`config.mk`:
```
export PLATFORM = sky130hd
export DESIGN_NAME = hwag_spi_regfile_flat
export DESIGN_NICKNAME = d
export VERILOG_FILES = /design/src/rtl/hwag_spi_regfile_if.sv /design/src/rtl/hwag_spi_regfile.sv /design/src/flat_wrapper.sv
export SDC_FILE = /design/constraint.sdc
export NUM_CORES = 1
export LEC_CHECK = 0
export BUFFER_PORTS_ARGS = -buffer_cell sky130_fd_sc_hd__buf_2
export CORE_MARGIN = 4
export CORE_UTILIZATION = 51
export DETAILED_ROUTE_END_ITERATION = 7
export PLACE_DENSITY = 0.8
export SLEW_MARGIN = 10
export SYNTH_ARGS = -nofsm -noshare
export SYNTH_HDL_FRONTEND = slang
export SYNTH_SLANG_ARGS = --single-unit
```
`constraint.sdc`:
```
create_clock -name clk -period 2.85 [get_ports clk]
set_clock_uncertainty 0.2 [all_clocks]
set_input_delay 0.285 -clock clk [delete_from_list [all_inputs] [get_ports clk]]
set_output_delay 0.285 -clock clk [all_outputs]
set_load 0.05 [all_outputs]
```
`src/rtl/hwag_spi_regfile_if.sv`:
```
// Byte-level SPI link between spi_slave and the hwag register stage.
// rx_stb qualifies rx_byte and crc_in for exactly one cycle; there is no backpressure,
// and tx_byte is held until the next strobe is consumed.
interface hwag_spi_regfile_if;
  logic       spi_ss;
  logic       rx_stb;
  logic [7:0] rx_byte;
  logic [7:0] crc_in;
  logic [7:0] tx_byte;

  modport master (output spi_ss, output rx_stb, output rx_byte, output crc_in, input tx_byte);
  modport slave  (input spi_ss, input rx_stb, input rx_byte, input crc_in, output tx_byte);
endinterface

```
`src/rtl/hwag_spi_regfile.sv`:
```
// SPI command/register stage: decodes 7-byte frames, checks CRC, commits writes into the
// hwag tunable register bank and returns register contents on the TX path.
module hwag_spi_regfile #(
  parameter int         NREGS  = 8,
  parameter logic [7:0] CMD_WR = 8'h01,
  parameter logic [7:0] CMD_RD = 8'h02
) (
  input  logic                  clk,
  input  logic                  rst,
  hwag_spi_regfile_if.slave     spi,
  output logic [NREGS*32-1:0]   regs_out,
  output logic                  wr_stb,
  output logic [3:0]            wr_addr,
  output logic                  frame_ok,
  output logic [7:0]            err_cnt,
  output logic [2:0]            state_dbg
);

  localparam logic [2:0] IDLE   = 3'd0;
  localparam logic [2:0] RECV   = 3'd1;
  localparam logic [2:0] CHECK  = 3'd2;
  localparam logic [2:0] COMMIT = 3'd3;
  localparam logic [2:0] DRAIN  = 3'd4;

  localparam logic [7:0] NREGS_B = 8'(NREGS);

  logic [2:0]  state;
  logic [2:0]  byte_idx;
  logic [7:0]  cmd_q;
  logic [7:0]  addr_q;
  logic [31:0] data_q;
  logic [31:0] snap;
  logic [31:0] snap_sel;
  logic        crc_ok;
  logic        bad_pend;
  logic [31:0] regs [NREGS];

  function automatic logic [31:0] reg_default(input int k);
    case (k)
      0:       return 32'd50000;
      1:       return 32'd45;
      2:       return 32'd134;
      3:       return 32'd2752;
      4:       return 32'd832;
      default: return 32'd0;
    endcase
  endfunction

  // Out-of-range addresses read back as zero in the snapshot; tx reports 8'hFF for them.
  always_comb begin
    snap_sel = 32'd0;
    for (int k = 0; k < NREGS; k++) begin
      if (spi.rx_byte == 8'(k)) snap_sel = regs[k];
    end
  end

  for (genvar g = 0; g < NREGS; g++) begin : g_out
    assign regs_out[32*g +: 32] = regs[g];
  end

  assign state_dbg = state;

  always_ff @(posedge clk or negedge rst) begin
    if (!rst) begin
      state       <= IDLE;
      byte_idx    <= 3'd0;
      cmd_q       <= 8'd0;
      addr_q      <= 8'd0;
      data_q      <= 32'd0;
      snap        <= 32'd0;
      crc_ok      <= 1'b0;
      bad_pend    <= 1'b0;
      spi.tx_byte <= 8'h00;
      wr_stb      <= 1'b0;
      wr_addr     <= 4'd0;
      frame_ok    <= 1'b0;
      err_cnt     <= 8'd0;
      for (int k = 0; k < NREGS; k++) regs[k] <= reg_default(k);
    end else begin
      wr_stb   <= 1'b0;
      frame_ok <= 1'b0;
      bad_pend <= 1'b0;
      // A rejection decided in CHECK is counted one edge later, even if ss has risen.
      if (bad_pend && err_cnt != 8'hFF) err_cnt <= err_cnt + 8'd1;

      case (state)
        IDLE: begin
          spi.tx_byte <= 8'h00;
          byte_idx    <= 3'd0;
          if (!spi.spi_ss && spi.rx_stb) begin
            cmd_q       <= spi.rx_byte;
            byte_idx    <= 3'd1;
            spi.tx_byte <= 8'hA5;
            state       <= RECV;
          end
        end
        RECV: begin
          if (spi.spi_ss) begin
            state       <= IDLE;
            byte_idx    <= 3'd0;
            spi.tx_byte <= 8'h00;
          end else if (spi.rx_stb) begin
            byte_idx <= byte_idx + 3'd1;
            case (byte_idx)
              3'd1: begin
                addr_q      <= spi.rx_byte;
                snap        <= snap_sel;
                spi.tx_byte <= (spi.rx_byte < NREGS_B) ? snap_sel[7:0] : 8'hFF;
              end
              3'd2: begin data_q[7:0]   <= spi.rx_byte; spi.tx_byte <= snap[15:8];  end
              3'd3: begin data_q[15:8]  <= spi.rx_byte; spi.tx_byte <= snap[23:16]; end
              3'd4: begin data_q[23:16] <= spi.rx_byte; spi.tx_byte <= snap[31:24]; end
              3'd5: begin data_q[31:24] <= spi.rx_byte; spi.tx_byte <= err_cnt;     end
              default: begin
                crc_ok      <= (spi.rx_byte == spi.crc_in);
                spi.tx_byte <= 8'h00;
                byte_idx    <= 3'd0;
                state       <= CHECK;
              end
            endcase
          end
        end
        // CHECK and COMMIT run to completion regardless of ss so a decided frame is not lost.
        CHECK: begin
          if (crc_ok && (cmd_q == CMD_WR || cmd_q == CMD_RD) && addr_q < NREGS_B) begin
            state <= COMMIT;
          end else begin
            state    <= DRAIN;
            bad_pend <= 1'b1;
          end
        end
        COMMIT: begin
          frame_ok <= 1'b1;
          if (cmd_q == CMD_WR) begin
            wr_stb  <= 1'b1;
            wr_addr <= addr_q[3:0];
            for (int k = 0; k < NREGS; k++) begin
              if (addr_q == 8'(k)) regs[k] <= data_q;
            end
          end
          state <= spi.spi_ss ? IDLE : DRAIN;
        end
        DRAIN: begin
          spi.tx_byte <= 8'h00;
          if (spi.spi_ss) state <= IDLE;
        end
        default: state <= IDLE;
      endcase
    end
  end

endmodule

```
`src/flat_wrapper.sv`:
```
// flat-port wrapper written by rule: the top's interface ports become plain ports
module hwag_spi_regfile_flat 
#(
  parameter int         NREGS  = 8,
  parameter logic [7:0] CMD_WR = 8'h01,
  parameter logic [7:0] CMD_RD = 8'h02
)
  (clk, rst, regs_out, wr_stb, wr_addr, frame_ok, err_cnt, state_dbg, spi_spi_ss, spi_rx_stb, spi_rx_byte, spi_crc_in, spi_tx_byte);
  hwag_spi_regfile_if spi_i ();
  input  logic clk;
  input  logic rst;
  output logic [NREGS*32-1:0] regs_out;
  output logic wr_stb;
  output logic [3:0] wr_addr;
  output logic frame_ok;
  output logic [7:0] err_cnt;
  output logic [2:0] state_dbg;
  input wire logic [$bits(spi_i.spi_ss)-1:0] spi_spi_ss;
  input wire logic [$bits(spi_i.rx_stb)-1:0] spi_rx_stb;
  input wire logic [$bits(spi_i.rx_byte)-1:0] spi_rx_byte;
  input wire logic [$bits(spi_i.crc_in)-1:0] spi_crc_in;
  output wire logic [$bits(spi_i.tx_byte)-1:0] spi_tx_byte;
  assign spi_i.spi_ss = spi_spi_ss;
  assign spi_i.rx_stb = spi_rx_stb;
  assign spi_i.rx_byte = spi_rx_byte;
  assign spi_i.crc_in = spi_crc_in;
  assign spi_tx_byte = spi_i.tx_byte;
  hwag_spi_regfile #(.NREGS(NREGS), .CMD_WR(CMD_WR), .CMD_RD(CMD_RD)) u_core (.clk(clk), .rst(rst), .spi(spi_i), .regs_out(regs_out), .wr_stb(wr_stb), .wr_addr(wr_addr), .frame_ok(frame_ok), .err_cnt(err_cnt), .state_dbg(state_dbg));
endmodule
```
==> impl_metrics.csv, run 1 <==
group,metric,value,unit
worst_setup_path,critPathMaxStageDelay,0.53,ns
worst_setup_path,r2r-end,"u_core.data_q[23]",
power,p_sw,2.69,mW
final_layout,syn_to_final_growth,22.1,%
cts,cts_made_buffers,38,
worst_setup_path,reg2reg_depth,5,
place,gp_congestion,0.908,
final_layout,seqCellArea,0.00898,mm^2
floorplanning,boundaryPins,301,
worst_setup_path,arrival,3.05,ns
logic_synthesis,ys_seq_area_frac,0.553,
timing,setup_slack,-0.00312,ns
logic_synthesis,synth-seq-cells,358,
worst_setup_path,cp-startpoint,"u_core.state_dbg[2]",
timing,rsz0062_at_grt,"yes",
outcome,status,"finished with violations",
logic_synthesis,yosys-top-cells-area,"dfrtp_1 (52%), mux2_2 (17%), mux2i_1 (3.6%)",
logic_synthesis,synth_edf_count,0,
timing,relSlewSlack,0.497,
grt,grt_pass1_wl,75500,um
power,power.share.switching,0.246,
cts,cts_tree,"done",
floorplanning,die_area,0.0348,mm^2
power,finalPower,10.9,mW
worst_setup_path,crit_path_cell_trace,"buf_4, or3b_2, nor2_1, nand3_1, mux2_2",
place,place_area,0.0185,mm^2
timing,max_freq,350,MHz
timing,setup_viol,3,
worst_setup_path,path_buf_inv,1,
worst_setup_path,cp_top_family,"simple AND/OR/NAND/NOR gates",
worst_setup_path,path_depth,5,
route,drt_iter0_markers,1135,
logic_synthesis,async_reset_ff_frac,1.00,
hold_path,hold_path_depth,4,
timing,whs,0.0167,ns
final_layout,multi_input_area,0.00692,mm^2
worst_setup_path,cp_slowest_cell,"or3b_2",
timing,period_needed,2.85,ns
route,antenna_left,0,
cts,htree_num_levels,2,
logic_synthesis,syn_area,0.0163,mm^2
power,power_density,551,mW/mm^2
route,drt_pass1_iterations,8,
route,finalWirelength,49900,um
place,portBuffers,300,
final_layout,drive_gt1_frac,0.475,
logic_synthesis,syn_nets,1260,
worst_setup_path,startpoint_type,"flop",
grt,grt.overflow.total,0,
floorplanning,core,0.0315,mm^2
timing,timing.final.crit_share,1.00,
final_layout,mostFrequentLayoutCells,"dfrtp_1 (338), buf_2 (298), mux2_2 (252), nand2_1 (95), nor2_1 (61)",
grt,antenna_found_initial,2,
grt,grt_pass1_vias,12200,
cts,clk_pin_slew,0.06,ns
worst_setup_path,crit_path_max_fanout,10,
route,via_per_inst,6.09,
power,p_int,8.24,mW
power,leakage,10.5,nW
logic_synthesis,yosysTopAreaCellShare,0.520,
hold_path,hold_path_class,"in -> reg",
place,dpl_worst_slack,-0.224,ns
power,clock_power_share,0.433,
logic_synthesis,yosysTopAreaCell,"dfrtp_1",
worst_setup_path,end_kind,"flop",
route,wl_per_cell,25.2,um
power,p_seq_frac,0.490,
worst_setup_path,worstPathRequired,3.05,ns
logic_synthesis,synth_cell_types,65,
logic_synthesis,postSynthCellCount,1234,
floorplanning,die_x,187,um
worst_setup_path,reg2reg_slack,-0.003,ns
cts,clk_latency,0.52,ns
route,via_count,12100,
logic_synthesis,syn_area_per_cell,13.2,um^2
worst_setup_path,worstSetupEndpoint,"u_core.data_q[23]",
worst_setup_path,crit_type,"reg -> reg",
place,dp_hpwl,34600,um
worst_setup_path,r2r-start,"u_core.state_dbg[2]",
final_layout,fin_area,0.0198,mm^2
timing,slew_viol_final,0,
final_layout,layout_commonest_cell,"dfrtp_1",
outcome,violations,"design-rule violations, negative setup slack",
logic_synthesis,ys_warn_count,0,
timing,hold_viol,0,
cts,cts_buffer_depth,3,
hold_path,min_from,"spi_rx_byte[6]",
floorplanning,initial_core_util,0.516,
timing,worst_slew_pin_slew,0.753,ns
power,vdd_drop_max,404,uV
cts,root_buffer,"clkbuf_16",
grt,track_usage,0.276,
floorplanning,die_y,187,um
grt,grt_start_max_net_pins,80,
floorplanning,fp-row-count,65,
route,drc,2,
final_layout,nets,1582,
run,drv_cap,0,
final_layout,fillers,2433,
power,p_comb_frac,0.077,
cts,clkSinkCount,358,
logic_synthesis,ys.flop_type,"dfrtp_1",
what timing repair did:
action,CTS,global route
setup buffers,0,2
cloned,0,1
hold buffers,4,0
resized for setup,5,5
pin swaps,0,2
endpoints found under the setup margin,76,60
hold endpoints to repair,65,0
through the flow:
stage / utilization / TNS [ns] / std cells
global placement: 0.589 / -5.45 / 1911
global route: 0.630 / -1.04 / 1982
floorplan: - / 0 / 1234
detailed placement: 0.589 / -7.13 / 1911
CTS: 0.628 / 0 / 1979
finish: 0.630 / -0.00318 / 1983
Yosys cell counts (9+ instances only):
master	n
inv_1	12
a21oi_1	11
mux2i_1	58
o22ai_1	24
nand3_1	12
mux2_2	252
o21ai_0	31
o31ai_1	26
nand2_1	96
buf_2	25
nor2_1	63
clkbuf_1	50
dfrtp_1	338
mux2_4	28
a222oi_1	9
xnor2_1	13
nand2b_1	12
mux2_1	11
mux4_2	24
nor3_1	13
dfstp_2	20
how the worst min path moves through the flow:
stage	to
3_3_place_gp	u_core.wr_stb
3_5_place_dp	u_core.wr_stb
2_1_floorplan	u_core.addr_q[0]
6_report	u_core.cmd_q[6]
5_1_grt	u_core.cmd_q[6]
4_1_cts	u_core.cmd_q[6]
power by group through the flow:
stage	Combinational, mW	Clock, mW	Sequential [mW]
floorplan	0.389	0	5.49
global placement	0.805	0	5.43
detailed placement	0.826	0	5.44
CTS	0.846	4.78	5.35
global route	0.919	5.00	5.37
finish	0.846	4.73	5.36
registers in the layout (all words and copies together), names as in the netlist, 4 cells and up:
| name | count |
|---|---|
| u_core.regs_out | 256 |
| u_core.cmd_q | 8 |
| u_core.wr_addr | 4 |
| u_core.err_cnt | 8 |
| u_core.data_q | 32 |
| u_core.spi.tx_byte | 8 |
| u_core.snap | 24 |
| u_core.addr_q | 8 |
routing by layer:
| metal | GRT usage | vias up | share of wire | wire length, um |
|---|---|---|---|---|
| li1 | - | 5134 | - | - |
| met1 | 0.367 | 6212 | 0.40 | 20100 |
| met2 | 0.451 | 598 | 0.47 | 23700 |
| met3 | 0.0664 | 127 | 0.083 | 4160 |
| met4 | 0.0930 | 0 | 0.039 | 1960 |
| met5 | 0 | - | 0 | 0 |
logic make-up (layout without fill, tap and decap cells):
group | Yosys count | after routing | synth area share
AOI/OAI and AO/OA | 147 | 147 | 0.0628
buffers and inverters | 96 | 442 | 0.0258
adders and majority gates | 6 | 6 | 0.00462
other | 0 | 1 | 0
muxes | 373 | 373 | 0.277
DFF | 358 | 358 | 0.553
and+or+nand+nor | 238 | 238 | 0.0683
xor gates and xnor gates | 16 | 16 | 0.00862
worst min-delay path, stage by stage:
cell and delay, ns:
buf_2 0.11, buf_4 0.19, nand2_1 0.07, nand2_1 0.04
cell type report:
| cell class | count | area share |
|---|---|---|
| clock buffer | 59 | 0.0559 |
| antenna | 1 | 0.000126 |
| clock inverter | 5 | 0.00328 |
| inverter | 12 | 0.00227 |
| sequential | 358 | 0.453 |
| tap | 402 | 0.0253 |
| multi-input combinational | 780 | 0.349 |
| timing repair buffer | 366 | 0.112 |
No activity file was read; power rests on OpenSTA's default activity.
==> run 2, diff against run 1 <==
--- a/config.mk
+++ b/config.mk
@@ -9,7 +9,7 @@
 export CORE_MARGIN = 4
 export CORE_UTILIZATION = 51
 export DETAILED_ROUTE_END_ITERATION = 7
-export PLACE_DENSITY = 0.8
+export PLACE_DENSITY = 0.82
 export SLEW_MARGIN = 10
 export SYNTH_ARGS = -nofsm -noshare
 export SYNTH_HDL_FRONTEND = slang
==> impl_metrics.csv, run 2 (same netlist as run 1, synthesis figures left out) <==
group,metric,value,unit
route,antenna_left,0,
final_layout,drive_gt1_frac,0.478,
power,power_density,565,mW/mm^2
power,leakage,10.6,nW
place,portBuffers,300,
cts,cts_made_buffers,39,
cts,htree_num_levels,2,
grt,track_usage,0.283,
route,drt_pass1_iterations,6,
grt,grt_pass1_vias,12700,
grt,grt_start_max_net_pins,75,
floorplanning,die_y,187,um
timing,setup_viol,0,
timing,max_freq,361,MHz
cts,cts_tree,"done",
final_layout,fin_area,0.0200,mm^2
final_layout,antenna_cells,0,
route,via_count,12200,
timing,whs,0.00938,ns
grt,grt.overflow.total,0,
worst_setup_path,reg2reg_slack,0.08,ns
hold_path,hold_path_class,"in -> reg",
grt,grt_pass1_wl,77600,um
timing,worst_slew_pin_slew,0.800,ns
timing,hold_viol,0,
hold_path,min_to,"u_core.crc_ok",
final_layout,mostFrequentLayoutCells,"dfrtp_1 (338), buf_2 (298), mux2_2 (252), nand2_1 (95), nor2_1 (61)",
floorplanning,core,0.0315,mm^2
run,drv_cap,0,
cts,clk_pin_slew,0.06,ns
final_layout,instances_no_fill,1991,
hold_path,hold_path_depth,5,
worst_setup_path,crit_type,"reg -> reg",
cts,clkSinkCount,358,
worst_setup_path,crit_path_max_fanout,6,
grt,antenna_found_initial,1,
final_layout,utilization,0.635,
cts,root_buffer,"clkbuf_16",
power,vdd_drop_max,505,uV
route,wl_per_cell,25.5,um
final_layout,syn_to_final_growth,23.0,%
final_layout,nets,1586,
cts,cts_buffer_depth,3,
place,dp_hpwl,34700,um
timing,slew_viol_final,0,
floorplanning,boundaryPins,301,
route,via_per_inst,6.13,
route,finalWirelength,50700,um
place,place_area,0.0186,mm^2
outcome,status,"completed",
timing,period_needed,2.77,ns
final_layout,largest_register_ffs,256,
worst_setup_path,arrival,2.96,ns
timing,setup_slack,0.0837,ns
timing,relSlewSlack,0.465,
route,drt_iter0_markers,1075,
cts,clk_latency,0.52,ns
worst_setup_path,startpoint_type,"flop",
hold_path,min_from,"spi_crc_in[5]",
worst_setup_path,end_kind,"flop",
timing,rsz0062_at_grt,"no",
worst_setup_path,worstPathRequired,3.04,ns
place,dpl.cell_count,1913,
floorplanning,die_area,0.0348,mm^2
worst_setup_path,r2r-end,"u_core.regs_out[106]",
final_layout,layout_commonest_cell,"dfrtp_1",
worst_setup_path,r2r-start,"u_core.addr_q[6]",
place,dpl_worst_slack,-0.206,ns
floorplanning,fp-row-count,65,
place,gp_congestion,0.927,
floorplanning,die_x,187,um
worst_setup_path,reg2reg_depth,6,
floorplanning,initial_core_util,0.516,
timing,timing.final.crit_share,0.971,
route,drc,0,
==> run 2: changes by cell type in the layout (fill, tap and decap cells not counted), moves of 2 or more <==
cell | before | now
buf_4 | 45 | 47
clkinv_2 | 2 | 6
dlygate4sd3_1 | 4 | 7
clkbuf_16 | 39 | 42
buf_6 | 4 | 1
==> run 2: what timing repair did <==
action / 4_1_cts / 5_1_grt
endpoints found under the hold margin: 77 / 0
gates resized for setup: 2 / 6
cloned: 0 / 1
pin swaps: 1 / 3
setup buffers: 0 / 0
setup endpoints to repair: 33 / 61
hold buffers: 7 / 0
==> run 2: power breakdown <==
part	total [mW]	internal (mW)	switching (mW)
Clock	5.08	3.05	2.03
Sequential	5.35	5.20	0.154
Combinational	0.866	0.287	0.579
Total	11.3	8.54	2.76
==> run 2: per-stage QoR <==
stage	setup TNS (ns)	total power [mW]
floorplan	0	5.88
global placement	-5.07	6.23
detailed placement	-5.61	6.27
CTS	0	11.3
global route	0	11.6
finish	0	11.3
==> run 2: cell type report <==
cell class | instances | area (um^2)
inverter | 12 | 45.0
sequential | 358 | 8980
multi-input combinational | 780 | 6920
clock inverter | 8 | 90.1
clock buffer | 62 | 1190
timing repair buffer | 369 | 2250
fill | 2351 | 11500
tap | 402 | 503
==> run 2: worst max-delay path by stage <==
stage                   startpoint  depth (start not counted)  slack (ns)              endpoint
6_report          u_core.addr_q[6]                          6        0.08  u_core.regs_out[106]
2_1_floorplan  u_core.state_dbg[0]                          8        0.01  u_core.regs_out[106]
3_3_place_gp      u_core.addr_q[6]                          6       -0.19   u_core.regs_out[97]
3_5_place_dp      u_core.addr_q[6]                          6       -0.21   u_core.regs_out[97]
4_1_cts           u_core.addr_q[6]                          6       0.008   u_core.regs_out[70]
5_1_grt           u_core.addr_q[6]                          6        0.03  u_core.regs_out[106]
==> run 2: critical path, cell delays in order, from the launching register on <==
cell,delay [ns]
dfrtp_1,0.38
or4_4,0.56
nor4_4,0.19
nand2_2,0.14
or4b_4,0.63
buf_4,0.22
mux2_1,0.33
==> run 2: per-layer routing <==
metal	vias to the layer above	share of wire	GRT usage
li1	5147	-	-
met4	2	0.041	0.112
met2	623	0.48	0.458
met3	122	0.085	0.0610
met5	-	0.00026	0
met1	6305	0.40	0.379
==> run 3, diff against run 2 <==
--- a/config.mk
+++ b/config.mk
@@ -6,6 +6,7 @@
 export NUM_CORES = 1
 export LEC_CHECK = 0
 export BUFFER_PORTS_ARGS = -buffer_cell sky130_fd_sc_hd__buf_2
+export CORE_ASPECT_RATIO = 2
 export CORE_MARGIN = 4
 export CORE_UTILIZATION = 51
 export DETAILED_ROUTE_END_ITERATION = 7
==> impl_metrics.csv, run 3 (same netlist as run 1, synthesis figures left out) <==
group,metric,value,unit
outcome,status,"completed",
cts,cts_tree,"done",
route,wl_per_cell,26.1,um
route,drt_iter0_markers,836,
floorplanning,die_x,134,um
cts,cts_buffer_depth,3,
timing,timing.final.crit_share,0.989,
worst_setup_path,arrival,3.07,ns
cts,clk_pin_slew,0.07,ns
route,antenna_left,0,
route,drc,0,
floorplanning,boundaryPins,301,
final_layout,multi_input_area,0.00691,mm^2
cts,cts_made_buffers,31,
place,dp_hpwl,36900,um
floorplanning,fp-row-count,92,
power,p_seq_frac,0.517,
timing,fin_setup_tns,0,ns
route,via_per_inst,6.00,
cts,root_buffer,"clkbuf_16",
final_layout,nets,1581,
power,power_density,524,mW/mm^2
floorplanning,initial_core_util,0.515,
worst_setup_path,crit_type,"reg -> reg",
floorplanning,die_area,0.0350,mm^2
route,via_count,12000,
worst_setup_path,worstPathRequired,3.10,ns
power,leakage,10.4,nW
hold_path,hold_path_class,"in -> reg",
worst_setup_path,reg2reg_slack,0.03,ns
power,p_sw,2.64,mW
power,vdd_drop_max,603,uV
final_layout,utilization,0.626,
timing,worst_slew_pin_slew,0.914,ns
grt,grt_start_max_net_pins,89,
timing,hold_viol,0,
route,drt_pass1_iterations,5,
grt,track_usage,0.293,
route,finalWirelength,52300,um
floorplanning,core,0.0315,mm^2
grt,grt_pass1_vias,12800,
final_layout,syn_to_final_growth,21.6,%
final_layout,layout_commonest_cell,"dfrtp_1",
final_layout,mostFrequentLayoutCells,"dfrtp_1 (338), buf_2 (298), mux2_2 (252), nand2_1 (95), nor2_1 (61)",
timing,setup_viol,0,
power,p_int,7.70,mW
timing,slew_viol_final,0,
place,gp_congestion,0.949,
grt,antenna_found_initial,0,
final_layout,largest_register_ffs,256,
timing,period_needed,2.82,ns
final_layout,seqCellArea,0.00898,mm^2
timing,relSlewSlack,0.387,
worst_setup_path,end_kind,"flop",
power,clock_power_share,0.399,
run,drv_cap,0,
grt,grt.overflow.total,0,
timing,rsz0062_at_grt,"yes",
worst_setup_path,crit_path_max_fanout,10,
cts,cts_setup_buffers,0,
final_layout,fillers,2472,
cts,clk_latency,0.58,ns
place,portBuffers,300,
final_layout,antenna_cells,0,
worst_setup_path,startpoint_type,"flop",
timing,max_freq,355,MHz
power,p_comb_frac,0.083,
final_layout,drive_gt1_frac,0.473,
cts,clkSinkCount,358,
grt,grt_pass1_wl,77800,um
power,power.share.switching,0.256,
cts,htree_num_levels,1,
floorplanning,die_y,260,um
==> run 3: layer usage <==
layer,track usage,part of all wire,up-vias
li1,-,-,5105
met1,0.323,0.34,6151
met2,0.512,0.51,568
met3,0.0475,0.062,191
met4,0.203,0.085,0
met5,0,0,-
==> run 3: cell type report <==
class / count / share of cell area
Timing Repair Buffer: 372 / 0.118
Inverter: 12 / 0.00228
Tap cell: 423 / 0.0268
Clock buffer: 43 / 0.0441
Clock inverter: 13 / 0.00488
Sequential cell: 358 / 0.455
Multi-Input combinational cell: 780 / 0.350
==> run 3: what timing repair did <==
item | 4_1_cts | 5_1_grt
pin swaps | 0 | 1
gates resized for setup | 1 | 3
hold buffers | 11 | 0
hold endpoints to repair | 92 | 0
setup endpoints to repair | 31 | 103
gates cloned | 1 | 1
==> run 3: path summary, 6_finish.rpt <==
path | start | endpoint | cells after the start
min | spi_crc_in[2] | u_core.crc_ok | 5
min reg2reg | u_core.addr_q[4] | u_core.addr_q[4] | 2
min in group asynchronous | rst | u_core.regs_out[58] | 2
max reg2reg | u_core.state_dbg[2] | u_core.data_q[18] | 5
max | u_core.state_dbg[2] | u_core.data_q[18] | 5
max in group asynchronous | rst | u_core.regs_out[15] | 3
==> run 3: worst max-delay path: stages (launching register included) <==
cell and delay [ns]:
dfrtp_1 0.37, buf_4 0.16, or3b_2 0.52, nor2_1 0.47, nand3_1 0.54, mux2_2 0.44
==> run 3: power groups by stage <==
stage / registers [mW] / clock network, mW / logic (mW)
floorplan: 5.49 / 0 / 0.389
global placement: 5.43 / 0 / 0.823
detailed placement: 5.43 / 0 / 0.843
CTS: 5.34 / 4.17 / 0.862
global route: 5.36 / 4.37 / 0.934
finish: 5.35 / 4.13 / 0.862
==> run 3: through the flow <==
stage                     hold slack [ns]  area (um^2)  worst slack [ns]  instances  power, mW
after detailed placement            0.132        18600           -0.0574       1932       6.28
after global routing               0.0266        19800           -0.0954       2001       10.7
final                             0.00791        19800            0.0317       2001       10.3
after CTS                        0.000248        19700          -0.00326       2000       10.4
after global placement              0.128        18600           -0.0493       1932       6.25
after floorplan                    -0.211        16300            0.0105       1234       5.88
